File: config.mk
export PLATFORM = sky130hd
export DESIGN_NAME = reg_scoreboard
export DESIGN_NICKNAME = d
export VERILOG_FILES = /design/src/rtl/reg_scoreboard.sv
export SDC_FILE = /design/constraint.sdc
export NUM_CORES = 1
export LEC_CHECK = 0
export CAP_MARGIN = 0
export CORE_MARGIN = 5
export CORE_UTILIZATION = 35
export DETAILED_ROUTE_END_ITERATION = 8
export GPL_TIMING_DRIVEN = 1
export SLEW_MARGIN = 20
export SYNTH_ARGS = -nofsm -noshare
export SYNTH_HDL_FRONTEND = slang
export SYNTH_SLANG_ARGS = --single-unit
File: constraint.sdc
create_clock -name clk -period 8.14 [get_ports clk]
set_input_delay 1.221 -clock clk [delete_from_list [all_inputs] [get_ports clk]]
set_output_delay 1.221 -clock clk [all_outputs]
set_load 0.1 [all_outputs]
File: src/rtl/reg_scoreboard.sv
// Register scoreboard: one saturating-free outstanding-write counter per GPR
// (r1..r31). Sources with a pending write report busy; issue stalls on a busy
// operand, on a saturated destination counter, or during flush.
//
// Handshake: an instruction transfers on a rising edge where issue_valid and
// issue_ready are both high. issue_ready is a pure function of the presented
// operands, writeback and flush and never depends on issue_valid, so decode
// may look at it before committing to present the instruction.
module reg_scoreboard #(
  parameter int CNT_W = 2
) (
  input  logic       clk,
  input  logic       resetn,
  input  logic       issue_valid,
  output logic       issue_ready,
  input  logic       issue_we,
  input  logic [4:0] issue_wa,
  input  logic [4:0] issue_ra1,
  input  logic [4:0] issue_ra2,
  input  logic       issue_use1,
  input  logic       issue_use2,
  input  logic       wb_valid,
  input  logic [4:0] wb_wa,
  input  logic       flush,
  output logic       busy1,
  output logic       busy2,
  output logic [6:0] pending_total
);

  localparam logic [CNT_W-1:0] CNT_MAX = '1;
  localparam logic [CNT_W-1:0] CNT_ONE = CNT_W'(1);

  logic [CNT_W-1:0] cnt_q   [1:31];
  logic [CNT_W-1:0] cnt_d   [1:31];
  logic [CNT_W-1:0] cnt_eff [0:31];
  logic [6:0]       pending_total_q;
  logic [6:0]       pending_total_d;
  logic             accept;
  logic             wb_dec;
  logic             issue_inc;
  logic             wb_underflow;

  // Effective count seen by this cycle's issue: a same-cycle writeback
  // already releases its register (regfile is write-through). Entry 0 is a
  // constant zero so r0 can never look busy. A writeback to an idle
  // register is ignored rather than wrapping.
  always_comb begin
    wb_dec       = wb_valid & (wb_wa != 5'd0);
    wb_underflow = 1'b0;
    cnt_eff[0]   = '0;
    for (int i = 1; i < 32; i++) begin
      cnt_eff[i] = cnt_q[i];
      if (wb_dec && (wb_wa == 5'(i))) begin
        if (cnt_q[i] != '0) cnt_eff[i] = cnt_q[i] - CNT_ONE;
        else                wb_underflow = !flush;
      end
    end
  end

  assign busy1 = (issue_ra1 != 5'd0) & (cnt_eff[issue_ra1] != '0);
  assign busy2 = (issue_ra2 != 5'd0) & (cnt_eff[issue_ra2] != '0);

  // Busy is evaluated before this instruction's own increment, so an
  // instruction reading and writing the same register does not block itself.
  assign issue_ready = !flush
                     & !(issue_use1 & busy1)
                     & !(issue_use2 & busy2)
                     & !(issue_we & (issue_wa != 5'd0) & (cnt_eff[issue_wa] == CNT_MAX));

  assign accept    = issue_valid & issue_ready;
  assign issue_inc = accept & issue_we & (issue_wa != 5'd0);

  // Next counter values and their sum; flush wipes every counter and
  // ignores the cycle's issue and writeback.
  always_comb begin
    pending_total_d = '0;
    for (int i = 1; i < 32; i++) begin
      cnt_d[i] = cnt_q[i];
      if (flush) begin
        cnt_d[i] = '0;
      end else begin
        if (issue_inc && (issue_wa == 5'(i))) cnt_d[i] = cnt_d[i] + CNT_ONE;
        if (wb_dec && (wb_wa == 5'(i)) && (cnt_q[i] != '0)) cnt_d[i] = cnt_d[i] - CNT_ONE;
      end
      pending_total_d = pending_total_d + 7'(cnt_d[i]);
    end
  end

  // Counter and total registers with asynchronous clear.
  always_ff @(posedge clk or negedge resetn) begin
    if (!resetn) begin
      for (int i = 1; i < 32; i++) cnt_q[i] <= '0;
      pending_total_q <= '0;
    end else begin
      for (int i = 1; i < 32; i++) cnt_q[i] <= cnt_d[i];
      pending_total_q <= pending_total_d;
    end
  end

  assign pending_total = pending_total_q;

  // A writeback to a register with nothing outstanding indicates a pipeline bug.
  a_no_underflow : assert property (@(posedge clk) disable iff (!resetn) !wb_underflow);

endmodule

==> flow_summary.yaml <==
clock_tree:
  clock_latency_ns: 0.36
  holdBufCountCts: 0
  clock_tree_from_tritoncts: "built"
  clk_pin_slew_worst_paths_ns: 0.07
  clock-root-buffer: "sky130_fd_sc_hd__clkbuf_16"
  clock_sinks: 69
  cts_inserted_buffers: 9
  clock_path_buffers: 2
  htree_num_levels: 3
power_and_ir_drop:
  total_power_consumption_mw: 1.057
  p_leak_nw: 5.945
  vdd.ir_drop.worst_mv: 0.08808
  power_density_nw_per_um2: 72.09
sta:
  setup_viol_count_final: 5
  timing.clock.skew_ns: 0.01287
  rsz_0062_raised_after_global_routing: "true"
  worst_slack_ns: -0.5364
  max_slew.worst_pin.slew_ns: 0.9821
  hold_viol_final: 0
  timing.slew.headroom_pct: 34.32
  timing.final.max_slew_violations: 0
  finalCritPeriodShare_pct: 106.6
  post-route-min-period_ns: 8.676
  achievable_clock_frequency_ghz: 0.1153
layout:
  mostFrequentLayoutCells: "294 x sky130_fd_sc_hd__buf_4, 118 x sky130_fd_sc_hd__inv_1, 102 x sky130_fd_sc_hd__ha_1"
  layout.area.seq_um2: 1727
  layout.nets: 1739
  finalNonFillerCells: 1946
  fill_cells: 2810
  final_common_cell: "sky130_fd_sc_hd__buf_4"
  multi_input_area_um2: 8627
  area_growth_syn_to_layout_pct: 40.61
  design_area_um2: 14660
  antennaDiodeCount: 0
  drive_gt1_share_pct: 33.10
floorplanning:
  die_x_um: 182.6
  fp.coreArea_um2: 29560
  initial_core_util_pct: 35.28
  chipHeight_um: 182.6
  ios: 38
  fp.dieArea_um2: 33340
  rows: 63
placement:
  hpwl_um: 34070
  routabilityCongestion: 0.9806
  place.port_buffers: 37
  dpl.cell_count: 1900
  detailed_place.area_um2: 13380
critical_path:
  timing.critical_path.mode_cell: "sky130_fd_sc_hd__fa_1"
  crit_path_start_kind: "input port"
  arrival_time_of_the_worst_setup_path_ns: 8.95
  worstReg2RegStart: "cnt_q[24]"
  slowest_delay_ns: 0.58
  timing.critical_path.slowest_stage_cell: "sky130_fd_sc_hd__fa_1"
  worstPathRequired_ns: 8.42
  cp_max_fo: 7
  end_kind: "flop"
  type_of_the_setup_path_with_the_least_slack: "input port to flop"
  startpoint: "wb_wa[0]"
synthesis:
  yosysWarnings: 0
  synth-compound-area-share_pct: 17.76
  synth-async-reset-ratio_pct: 100.0
  yosys_most_used_dff: "sky130_fd_sc_hd__dfrtp_1"
  post_synth_inst_count: 1244
  sequential_fraction_of_the_synthesis_area_pct: 16.56
  synth.cell_area_um2: 10430
  area_share_of_xor_xnor_cells_in_the_synthesized_design_pct: 8.567
  synthDominantCellAreaShare_pct: 16.56
  number_of_enable_type_register_cells_in_the_synthesized_netlist: 0
  syn_area_per_cell_um2: 8.382
  yosys.cell_types.count: 83
  synth_top_cell_by_area: "sky130_fd_sc_hd__dfrtp_1"
  ys_top_cells_by_area: "sky130_fd_sc_hd__dfrtp_1 17%, sky130_fd_sc_hd__ha_1 12%, sky130_fd_sc_hd__fa_1 11%, sky130_fd_sc_hd__xnor2_1 7.1%, sky130_fd_sc_hd__inv_1 4.6%"
  synth_nets: 1432
  synth-seq-cells: 69
  synthMuxAreaShare_pct: 3.732
  synth_simple_gate_area_share_pct: 22.34
  combinational_family_with_the_most_area_after_synthesis: "adder cells"
  synth-adder-area-share_pct: 23.30
drt:
  route.vias.total: 11193
  detailedRoute.firstIterationViolations: 1177
  detail_route.wl_per_cell_um: 22.28
  post-route-drc-count: 0
  detail_route.wirelength_um: 43360
  mean_number_of_vias_per_cell: 5.752
  first_pass_iters: 6
  detail_route_antenna_nets: 0
flow_run:
  drv.max_cap_violation_count: 0
global_route:
  grt_first_pass_wirelength_um: 65780
  antenna_found_initial: 0
  grt_use_total_pct: 25.48
  maximum_number_of_pins_on_one_net_before_global_route_repair: 70
  first_global_vias: 11096
  globalRouteOverflowTotal: 0
min_path:
  timing.hold.worst.class: "flop to flop"
  hold_path.startpoint: "cnt_q[20]"
status:
  failed_checks: "negative setup slack"
  result_of_the_run: "finished with violations"
[sequential cells by signal, summed over array words and instances (netlist names)]
name / flops
cnt_q: 62
pending_total: 7
[worst max-delay path: cells and delay by family]
family / cells / cell delay (ns)
fa+ha+maj: 9 / 4.05
compound gates: 7 / 1.40
xor+xnor: 1 / 0.17
simple gates: 3 / 0.56
buf+inv: 11 / 1.01
mux: 1 / 0.53
[final timing paths]
check / to / slack, ns / depth (start not counted)
min in group asynchronous: cnt_q[61] / 0.75 / 1
worst min register to register: cnt_q[21] / 0.72 / 3
worst max register to register: pending_total[5] / 0.08 / 29
worst max-delay path: pending_total[5] / -0.54 / 32
worst min-delay path: cnt_q[21] / 0.72 / 3
max in group asynchronous: cnt_q[22] / 6.79 / 2
[kinds of logic (layout without fill, tap and decap cells)]
group,after synthesis,count (layout)
multiplexers,36,36
buffers and inverters,195,507
AO/OA/AOI/OAI,248,248
AND/OR/NAND/NOR,434,434
adder cells (fa/ha/maj),160,160
flip-flops,69,69
XOR/XNOR,102,102
[cell type report]
cell class | instances | share of cell area [%]
multi-input cells | 980 | 58.84
inverters | 129 | 3.303
repair buffers | 362 | 20.85
clock buffers | 12 | 1.749
clock inverters | 4 | 0.1536
flip-flops and latches | 69 | 11.78
well taps | 390 | 3.328
[where the power goes]
group / total [mW] / internal, mW / switching, mW
Sequential: 0.347 / 0.345 / 0.00196
Clock: 0.397 / 0.222 / 0.175
Combinational: 0.313 / 0.126 / 0.187
[routing by layer]
layer | global-route usage, % | vias to the layer above | wire length (um)
met5 | 0 | - | 0
met4 | 9.006 | 0 | 1891
met3 | 3.707 | 119 | 3495
met2 | 40.79 | 557 | 19320
met1 | 35.12 | 5444 | 18650
li1 | - | 5073 | -
[cell usage after synthesis, types with 6 or more instances]
| cell type | count |
|---|---|
| sky130_fd_sc_hd__mux2_2 | 13 |
| sky130_fd_sc_hd__or4_1 | 6 |
| sky130_fd_sc_hd__buf_2 | 15 |
| sky130_fd_sc_hd__o211ai_1 | 24 |
| sky130_fd_sc_hd__xnor2_1 | 84 |
| sky130_fd_sc_hd__or3_1 | 14 |
| sky130_fd_sc_hd__and3_1 | 15 |
| sky130_fd_sc_hd__a31oi_1 | 24 |
| sky130_fd_sc_hd__inv_1 | 129 |
| sky130_fd_sc_hd__clkbuf_1 | 39 |
| sky130_fd_sc_hd__a32oi_1 | 6 |
| sky130_fd_sc_hd__dfrtp_1 | 69 |
| sky130_fd_sc_hd__ha_1 | 103 |
| sky130_fd_sc_hd__nand2_1 | 87 |
| sky130_fd_sc_hd__mux2i_1 | 22 |
| sky130_fd_sc_hd__xor2_1 | 18 |
| sky130_fd_sc_hd__nor2b_1 | 9 |
| sky130_fd_sc_hd__o221ai_1 | 6 |
| sky130_fd_sc_hd__nand4_1 | 25 |
| sky130_fd_sc_hd__fa_1 | 57 |
| sky130_fd_sc_hd__a311oi_1 | 18 |
| sky130_fd_sc_hd__nor2_1 | 88 |
| sky130_fd_sc_hd__nor4_1 | 30 |
| sky130_fd_sc_hd__a41o_1 | 8 |
| sky130_fd_sc_hd__nand3_1 | 37 |
| sky130_fd_sc_hd__a211oi_1 | 29 |
| sky130_fd_sc_hd__nand2b_1 | 8 |
| sky130_fd_sc_hd__o31ai_1 | 7 |
| sky130_fd_sc_hd__a21oi_1 | 19 |
| sky130_fd_sc_hd__nor3_1 | 64 |
| sky130_fd_sc_hd__a211o_1 | 6 |
| sky130_fd_sc_hd__o21ai_0 | 40 |
| sky130_fd_sc_hd__and2_1 | 9 |
| sky130_fd_sc_hd__o21a_1 | 8 |
| sky130_fd_sc_hd__or2_2 | 9 |
[timing repair]
action | in CTS | in global routing
endpoints found under the setup margin | 7 | 6
endpoints found under the hold margin | 0 | 0
gates cloned | 3 | 0
resized for setup | 135 | 65
pin swaps | 51 | 29
setup buffers | 22 | 10
[per-stage QoR]
step	TNS [ns]	utilization [%]	worst slack [ns]	hold slack, ns
global route	-3.353	49.60	-0.7854	0.7654
detailed placement	-8.806	45.26	-1.618	0.7240
floorplan	-0.09700	-	-0.05129	0.6440
global placement	-9.137	45.26	-1.618	0.7228
finish	-2.181	49.60	-0.5364	0.7217
CTS	-1.911	48.35	-0.4769	0.7186
No activity file was read; power rests on OpenSTA's default activity.
